==> config.mk <==
export PLATFORM = sky130hd
export DESIGN_NAME = pe_cluster_psum_acc_flat
export DESIGN_NICKNAME = d
export VERILOG_FILES = /design/src/rtl/pe_cluster_psum_acc_if.sv /design/src/rtl/pe_cluster_psum_acc.sv /design/src/flat_wrapper.sv
export SDC_FILE = /design/constraint.sdc
export NUM_CORES = 2
export LEC_CHECK = 0
export CORE_UTILIZATION = 30
export CTS_CLUSTER_DIAMETER = 120
export DETAILED_ROUTE_END_ITERATION = 8
export DONT_BUFFER_PORTS = 1
export SETUP_SLACK_MARGIN = 0.15
export SLEW_MARGIN = 10
export SYNTH_ARGS = -nofsm -noshare
export SYNTH_HDL_FRONTEND = slang
export SYNTH_SLANG_ARGS = --single-unit
==> constraint.sdc <==
create_clock -name clk -period 3.6 [get_ports clk]
set_input_delay 0.36 -clock clk [delete_from_list [all_inputs] [get_ports clk]]
set_output_delay 0.36 -clock clk [all_outputs]
set_load 0.02 [all_outputs]
==> src/rtl/pe_cluster_psum_acc_if.sv <==
// ---------------------------------------------------------------------------
// pe_cluster_psum_acc_if
//
// Bundles the row-side partial-sum inputs and the output valid/ready stream of
// the PE cluster psum accumulator.
//
// Signals:
//   i_peout_data   MAX_ROW_NUM x DATA_WIDTH  per-row partial sum
//   i_peout_valid  MAX_ROW_NUM               per-row partial sum pulse
//   o_data         DATA_WIDTH                completed sum at FIFO head
//   o_row_idx      LOG_MRN                   originating row of o_data
//   o_valid        1                         FIFO non-empty
//   i_ready        1                         consumer accepts the head entry
//
// Modports:
//   master  the accumulator (drives o_*, consumes i_*)
//   slave   the surrounding environment (drives i_*, consumes o_*)
// ---------------------------------------------------------------------------
interface pe_cluster_psum_acc_if #(
  parameter int DATA_WIDTH  = 16,
  parameter int MAX_ROW_NUM = 16
);

  localparam int LOG_MRN = $clog2(MAX_ROW_NUM);

  logic [MAX_ROW_NUM-1:0][DATA_WIDTH-1:0] i_peout_data;
  logic [MAX_ROW_NUM-1:0]                 i_peout_valid;
  logic [DATA_WIDTH-1:0]                  o_data;
  logic [LOG_MRN-1:0]                     o_row_idx;
  logic                                   o_valid;
  logic                                   i_ready;

  modport master (
    input  i_peout_data,
    input  i_peout_valid,
    input  i_ready,
    output o_data,
    output o_row_idx,
    output o_valid
  );

  modport slave (
    output i_peout_data,
    output i_peout_valid,
    output i_ready,
    input  o_data,
    input  o_row_idx,
    input  o_valid
  );

endinterface

==> src/rtl/pe_cluster_psum_acc.sv <==
// ---------------------------------------------------------------------------
// pe_cluster_psum_acc
//
// Output stage of the PE cluster. Each enabled PE row delivers partial sums as
// single-cycle pulses; every row accumulates its own pulses with saturating
// signed arithmetic over a programmable number of channels. A completed row
// sum waits in a per-row holding register until a fixed-priority arbiter
// (lowest row index first) moves it into a shared output FIFO, which drains
// through a valid/ready handshake.
//
// Ports:
//   clk            in   single clock, rising edge
//   reset          in   synchronous, active-high
//   i_start        in   pulse: clear all state, latch configuration
//   i_row_num      in   number of active rows (latched on i_start)
//   i_channel_num  in   channels per sum, 0 behaves as 1 (latched on i_start)
//   bus            --   pe_cluster_psum_acc_if.master: row inputs + output stream
//   o_busy         out  accumulation, pending result or FIFO entry in flight
//   o_overflow     out  sticky: a completed result was dropped
// ---------------------------------------------------------------------------
module pe_cluster_psum_acc #(
  parameter int DATA_WIDTH   = 16,
  parameter int MAX_ROW_NUM  = 16,
  parameter int MAX_CHANNELS = 8,
  parameter int FIFO_DEPTH   = 8,
  localparam int LOG_MRN     = $clog2(MAX_ROW_NUM),
  localparam int LOG_MCH     = $clog2(MAX_CHANNELS)
) (
  input  logic                         clk,
  input  logic                         reset,
  input  logic                         i_start,
  input  logic [LOG_MRN:0]             i_row_num,
  input  logic [LOG_MCH:0]             i_channel_num,
  pe_cluster_psum_acc_if.master        bus,
  output logic                         o_busy,
  output logic                         o_overflow
);

  localparam int LOG_FD = $clog2(FIFO_DEPTH);
  localparam int CW     = LOG_MCH + 1;

  // Saturation limits of the signed psum.
  localparam logic [DATA_WIDTH-1:0] SAT_MAX = {1'b0, {(DATA_WIDTH-1){1'b1}}};
  localparam logic [DATA_WIDTH-1:0] SAT_MIN = {1'b1, {(DATA_WIDTH-1){1'b0}}};

  // -------------------------------------------------------------------------
  // Configuration registers
  // -------------------------------------------------------------------------
  logic [LOG_MRN:0] row_num_q;
  logic [CW-1:0]    chan_num_q;

  // -------------------------------------------------------------------------
  // Per-row state
  // -------------------------------------------------------------------------
  logic [MAX_ROW_NUM-1:0][DATA_WIDTH-1:0] acc;
  logic [MAX_ROW_NUM-1:0][CW-1:0]         cnt;
  logic [MAX_ROW_NUM-1:0][DATA_WIDTH-1:0] hold;
  logic [MAX_ROW_NUM-1:0]                 pend;

  // -------------------------------------------------------------------------
  // Per-row combinational terms
  // -------------------------------------------------------------------------
  logic [MAX_ROW_NUM-1:0]                 row_en;
  logic [MAX_ROW_NUM-1:0]                 hit;
  logic [MAX_ROW_NUM-1:0]                 complete;
  logic [MAX_ROW_NUM-1:0]                 push_clear;
  logic [MAX_ROW_NUM-1:0]                 drop;
  logic [MAX_ROW_NUM-1:0][DATA_WIDTH-1:0] sum;
  logic                                   cnt_active;

  // -------------------------------------------------------------------------
  // Arbiter and FIFO
  // -------------------------------------------------------------------------
  logic                  grant_valid;
  logic [LOG_MRN-1:0]    grant_idx;
  logic                  push;
  logic                  pop;
  logic                  fifo_full;
  logic                  fifo_nonempty;
  logic [DATA_WIDTH-1:0] fifo_data [FIFO_DEPTH];
  logic [LOG_MRN-1:0]    fifo_row  [FIFO_DEPTH];
  logic [LOG_FD-1:0]     wr_ptr;
  logic [LOG_FD-1:0]     rd_ptr;
  logic [LOG_FD:0]       count;

  // Signed add with clamping: overflow shows up as disagreement between the
  // sign-extended carry bit and the result sign bit.
  function automatic logic [DATA_WIDTH-1:0] sat_add(
    input logic [DATA_WIDTH-1:0] a,
    input logic [DATA_WIDTH-1:0] b
  );
    logic [DATA_WIDTH:0] s;
    s = {a[DATA_WIDTH-1], a} + {b[DATA_WIDTH-1], b};
    if (s[DATA_WIDTH] != s[DATA_WIDTH-1]) begin
      sat_add = s[DATA_WIDTH] ? SAT_MIN : SAT_MAX;
    end else begin
      sat_add = s[DATA_WIDTH-1:0];
    end
  endfunction

  // Configuration: rows stay disabled and each sum is one channel wide until
  // the first i_start. A channel count of zero is stored as one so the
  // completion compare never has to special-case it.
  always_ff @(posedge clk) begin
    if (reset) begin
      row_num_q  <= '0;
      chan_num_q <= CW'(1);
    end else if (i_start) begin
      row_num_q  <= i_row_num;
      chan_num_q <= (i_channel_num == '0) ? CW'(1) : i_channel_num;
    end
  end

  // Per-row decode. Pulses are ignored on disabled rows and in the i_start
  // cycle, since that cycle wipes all accumulation state anyway.
  always_comb begin
    row_en     = '0;
    hit        = '0;
    complete   = '0;
    sum        = '0;
    cnt_active = 1'b0;
    for (int r = 0; r < MAX_ROW_NUM; r++) begin
      row_en[r]   = (r < int'(row_num_q));
      hit[r]      = bus.i_peout_valid[r] && row_en[r] && !i_start;
      sum[r]      = sat_add(acc[r], bus.i_peout_data[r]);
      complete[r] = hit[r] && ((cnt[r] + CW'(1)) == chan_num_q);
      if (cnt[r] != '0) begin
        cnt_active = 1'b1;
      end
    end
  end

  // Fixed-priority arbiter: scanning from the top down lets the lowest
  // pending index overwrite any higher one.
  always_comb begin
    grant_valid = 1'b0;
    grant_idx   = '0;
    for (int r = MAX_ROW_NUM - 1; r >= 0; r--) begin
      if (pend[r]) begin
        grant_valid = 1'b1;
        grant_idx   = LOG_MRN'(r);
      end
    end
  end

  // A full FIFO still accepts a push when the head leaves in the same cycle.
  assign fifo_nonempty = (count != '0);
  assign fifo_full     = (count == (LOG_FD + 1)'(FIFO_DEPTH));
  assign pop           = fifo_nonempty && bus.i_ready;
  assign push          = grant_valid && (!fifo_full || pop) && !i_start;

  // Which row the push releases, and which completions find their holding
  // register still occupied. A row whose result is being pushed this cycle
  // frees its holding register in time for a new completion.
  always_comb begin
    push_clear = '0;
    drop       = '0;
    for (int r = 0; r < MAX_ROW_NUM; r++) begin
      push_clear[r] = push && (grant_idx == LOG_MRN'(r));
      drop[r]       = complete[r] && pend[r] && !push_clear[r];
    end
  end

  // Accumulate, complete and hand results to the holding registers. A
  // completion clears acc/cnt even when its result is dropped, so the row
  // starts a fresh sum either way.
  always_ff @(posedge clk) begin
    if (reset || i_start) begin
      acc  <= '0;
      cnt  <= '0;
      hold <= '0;
      pend <= '0;
    end else begin
      for (int r = 0; r < MAX_ROW_NUM; r++) begin
        if (complete[r]) begin
          acc[r] <= '0;
          cnt[r] <= '0;
          if (!drop[r]) begin
            hold[r] <= sum[r];
            pend[r] <= 1'b1;
          end
        end else begin
          if (hit[r]) begin
            acc[r] <= sum[r];
            cnt[r] <= cnt[r] + CW'(1);
          end
          if (push_clear[r]) begin
            pend[r] <= 1'b0;
          end
        end
      end
    end
  end

  // Sticky overflow flag, cleared only by reset or a new run.
  always_ff @(posedge clk) begin
    if (reset || i_start) begin
      o_overflow <= 1'b0;
    end else if (|drop) begin
      o_overflow <= 1'b1;
    end
  end

  // FIFO storage carries no reset; the pointers and count decide which
  // entries are meaningful.
  always_ff @(posedge clk) begin
    if (push) begin
      fifo_data[wr_ptr] <= hold[grant_idx];
      fifo_row[wr_ptr]  <= grant_idx;
    end
  end

  // FIFO pointers and occupancy. Depth is a power of two, so pointers wrap
  // naturally.
  always_ff @(posedge clk) begin
    if (reset || i_start) begin
      wr_ptr <= '0;
      rd_ptr <= '0;
      count  <= '0;
    end else begin
      if (push) begin
        wr_ptr <= wr_ptr + LOG_FD'(1);
      end
      if (pop) begin
        rd_ptr <= rd_ptr + LOG_FD'(1);
      end
      case ({push, pop})
        2'b10:   count <= count + (LOG_FD + 1)'(1);
        2'b01:   count <= count - (LOG_FD + 1)'(1);
        default: count <= count;
      endcase
    end
  end

  // Head of the FIFO is presented directly; outputs read as zero when empty
  // so nothing stale is visible after reset or i_start.
  assign bus.o_valid   = fifo_nonempty;
  assign bus.o_data    = fifo_nonempty ? fifo_data[rd_ptr] : '0;
  assign bus.o_row_idx = fifo_nonempty ? fifo_row[rd_ptr] : '0;

  assign o_busy = (|pend) || fifo_nonempty || cnt_active;

endmodule

==> src/flat_wrapper.sv <==
// flat-port wrapper written by rule: the top's interface ports become plain ports
module pe_cluster_psum_acc_flat 
#(
  parameter int DATA_WIDTH   = 16,
  parameter int MAX_ROW_NUM  = 16,
  parameter int MAX_CHANNELS = 8,
  parameter int FIFO_DEPTH   = 8,
  localparam int LOG_MRN     = $clog2(MAX_ROW_NUM),
  localparam int LOG_MCH     = $clog2(MAX_CHANNELS)
)
  (clk, reset, i_start, i_row_num, i_channel_num, o_busy, o_overflow, bus_i_peout_data, bus_i_peout_valid, bus_i_ready, bus_o_data, bus_o_row_idx, bus_o_valid);
  pe_cluster_psum_acc_if #(.DATA_WIDTH(DATA_WIDTH), .MAX_ROW_NUM(MAX_ROW_NUM)) bus_i ();
  input  logic clk;
  input  logic reset;
  input  logic i_start;
  input  logic [LOG_MRN:0] i_row_num;
  input  logic [LOG_MCH:0] i_channel_num;
  output logic o_busy;
  output logic o_overflow;
  input wire logic [$bits(bus_i.i_peout_data)-1:0] bus_i_peout_data;
  input wire logic [$bits(bus_i.i_peout_valid)-1:0] bus_i_peout_valid;
  input wire logic [$bits(bus_i.i_ready)-1:0] bus_i_ready;
  output wire logic [$bits(bus_i.o_data)-1:0] bus_o_data;
  output wire logic [$bits(bus_i.o_row_idx)-1:0] bus_o_row_idx;
  output wire logic [$bits(bus_i.o_valid)-1:0] bus_o_valid;
  assign bus_i.i_peout_data = bus_i_peout_data;
  assign bus_i.i_peout_valid = bus_i_peout_valid;
  assign bus_i.i_ready = bus_i_ready;
  assign bus_o_data = bus_i.o_data;
  assign bus_o_row_idx = bus_i.o_row_idx;
  assign bus_o_valid = bus_i.o_valid;
  pe_cluster_psum_acc #(.DATA_WIDTH(DATA_WIDTH), .MAX_ROW_NUM(MAX_ROW_NUM), .MAX_CHANNELS(MAX_CHANNELS), .FIFO_DEPTH(FIFO_DEPTH)) u_core (.clk(clk), .reset(reset), .i_start(i_start), .i_row_num(i_row_num), .i_channel_num(i_channel_num), .bus(bus_i), .o_busy(o_busy), .o_overflow(o_overflow));
endmodule
==> impl_metrics.toml <==
[detailed_routing]
drt_iter0_drc = 3013
drtPass1Iterations = 9
wl_per_cell_um = 21.8
num_vias = 36700
routed_wl_mm = 150
vias_per_cell = 5.35
drc = 24
route.antenna.remaining_nets = 0

[global_routing]
antenna_found_initial = 34
grt_pass1_wl_mm = 221
grt_pass1_vias = 34600
grt_max_degree = 51
grt_use_total_pct = 19.8
grt-ovfl-total = 0

[cells_and_area]
finalInstanceArea_um2 = 50100
layout_commonest_cell = "dfxtp_1"
fin_cells = 6865
fin_util_pct = 34.8
layout_common_cells = "dfxtp_1, nor2_1, nand2_1"
syn_to_final_growth_pct = 15.1
layout.nets = 5469
final_layout_size_suffix_gt1_share_pct = 10.0

[yosys]
synth_area_leaders = "dfxtp_1, edfxtp_1, ha_1"
synth_cell_type_count = 112
synth_ff_type = "dfxtp_1"
synth_nets = 5386
yosysSeqAreaShare_pct = 39.3
synthCells = 4792
yosysTopAreaCell = "dfxtp_1"
yosysTopAreaCellShare_pct = 28.3
synth.avg_cell_area_um2 = 9.09
synth_edf_count = 160
synth-warning-count = 0
syn-cell-area_um2 = 43600
synth_seq_cells = 775
ys_async_sr_fraction_pct = 0

[timing]
period_minus_slack_ns = 3.32
worst_pin_slew_ns = 1.15
finClkSkew_ns = 0.0339
grt_setup_unrepaired = "false"
finalSetupViolCount = 0
fin_crit_sh_pct = 92.1
holdWs_ns = 0.0452
maxSlewViolCount = 0
setup_tns_ns = 0
max_freq_ghz = 0.302
final.setup.worst_slack_ns = 0.285
finalHoldViolCount = 0
slew_headroom_pct = 22.7

[clocking]
cts_tree = "built"
clock_sinks = 775
cts_root_buffer = "clkbuf_16"
path_clk_slew_ns = 0.06
clock_latency_ns = 0.67
htree_levels = 3
clockBufferDepth = 3
numCtsBuffers = 88

[critical_path]
worst-setup-path-type = "reg -> reg"
required_ns = 3.96
cp-end-kind = "register"
arrival_ns = 3.68
critical_path.startpoint_type = "register"
timing.critical_path.fanout_max = 10

[place]
port_buffers = 0
place_ws_ns = 0.154
dp.cells = 6655
hpwl_mm = 118
placed_area_um2 = 46500
gp_congestion = 0.951

[die]
fp.dieArea_um2 = 147000
fp-row-count = 139
num_io_pins = 308
die_y_um = 383
coreArea_um2 = 144000
start_util_pct = 30.3
die-width_um = 383

[power]
power.density_nw_per_um2 = 418
ir_worst_vdd_v = 0.000332
p_leak_nw = 19.2
finalPower_mw = 21.0

[run_status]
status = "complete, but fails checks"
violations = "design-rule violations"

[hold_path]
min-delay-path-class = "in -> reg"

[flow_run]
cap_viol_max_count = 0
## sequential cells by signal (all words and copies together), names as in the netlist, named ones only
register / cells
u_core.acc: 256
u_core.hold: 256
u_core.fifo_data: 128
u_core.cnt: 64
u_core.fifo_row: 32
u_core.pend: 16
u_core.row_num_q: 5
u_core.chan_num_q: 4
u_core.count: 4
u_core.rd_ptr: 3
u_core.wr_ptr: 3
u_core.o_overflow: 1
## report_power, final
| part | total (mW) | switching, mW | internal [mW] |
|---|---|---|---|
| clock | 9.78 | 3.95 | 5.83 |
| sequential | 9.03 | 0.0892 | 8.94 |
| combinational | 2.16 | 1.38 | 0.772 |
| total | 21.0 | 5.42 | 15.5 |
## cell families after synthesis
kind of cell               after synthesis  synth area share [%]
adders and majority gates              336                  9.78
buffers and inverters                  354                  3.23
DFF                                    775                  39.3
xor gates and xnor gates               312                  6.29
muxes                                  117                  3.89
and+or+nand+nor                       1489                  15.7
AOI/OAI and AO/OA                     1409                  21.8
## final timing paths
kind | from | to | slack (ns) | cells past startpoint
worst min register to register | u_core.acc[104] | u_core.acc[104] | 0.45 | 2
worst min-delay path | bus_i_peout_data[48] | u_core.hold[48] | 0.05 | 3
worst max register to register | u_core.pend[5] | u_core.fifo_data[4][4] | 0.28 | 12
worst max-delay path | u_core.pend[5] | u_core.fifo_data[4][4] | 0.28 | 12
## timing repair
item	4_1_cts	5_1_grt
endpoints found under the setup margin	10	290
hold buffers	28	0
gates resized for setup	2	32
endpoints found under the hold margin	26	0
buffers inserted	0	5
pin swaps	0	2
## cells in the mapped netlist, types with 18 or more instances
library cell	instances
dfxtp_1	615
nor2_1	522
nand2_1	496
o21ai_0	375
a21oi_1	303
ha_1	293
xnor2_1	187
inv_1	167
edfxtp_1	160
clkbuf_1	127
xor2_1	124
a22o_1	98
a211oi_1	91
o21a_1	75
a21o_1	68
nand3_1	68
a222oi_1	64
nor2b_1	62
nand2b_1	61
nor3_1	60
o2bb2ai_1	60
mux2i_1	59
mux4_2	40
buf_2	37
o211ai_1	31
or3_1	28
a31oi_1	27
nand4_1	24
maj3_1	23
and2_1	21
nor3b_1	21
and3_1	20
or2_2	20
o31ai_1	19
mux2_2	18
## layer usage
metal	vias up	track usage [%]	wire length, um
met1	17500	25.0	61900
met3	274	4.94	12400
met4	36	7.32	5430
met5	-	0	248
li1	17700	-	-
met2	1149	32.3	70000
## worst max-delay path, stage by stage, from the launching register on
cell      delay [ns]
dfxtp_1         0.43
inv_1           0.09
a21oi_1         0.22
o221ai_2        0.13
o21a_2          0.28
nor2_8          0.16
buf_12          0.15
buf_4           0.11
mux2_2          0.34
a222oi_1        0.29
buf_4           0.24
o22ai_1         0.09
or3_1           0.46
## layout make-up
cell class / instances / area (um2)
antenna: 14 / 35.0
clock inverter: 54 / 731
fill: 14600 / 93700
tap: 1903 / 2380
clock buffer: 109 / 2410
timing repair buffer: 178 / 1520
sequential: 775 / 17100
multi-input combinational: 3663 / 25300
inverter: 169 / 634
No activity file was read; power rests on OpenSTA's default activity.
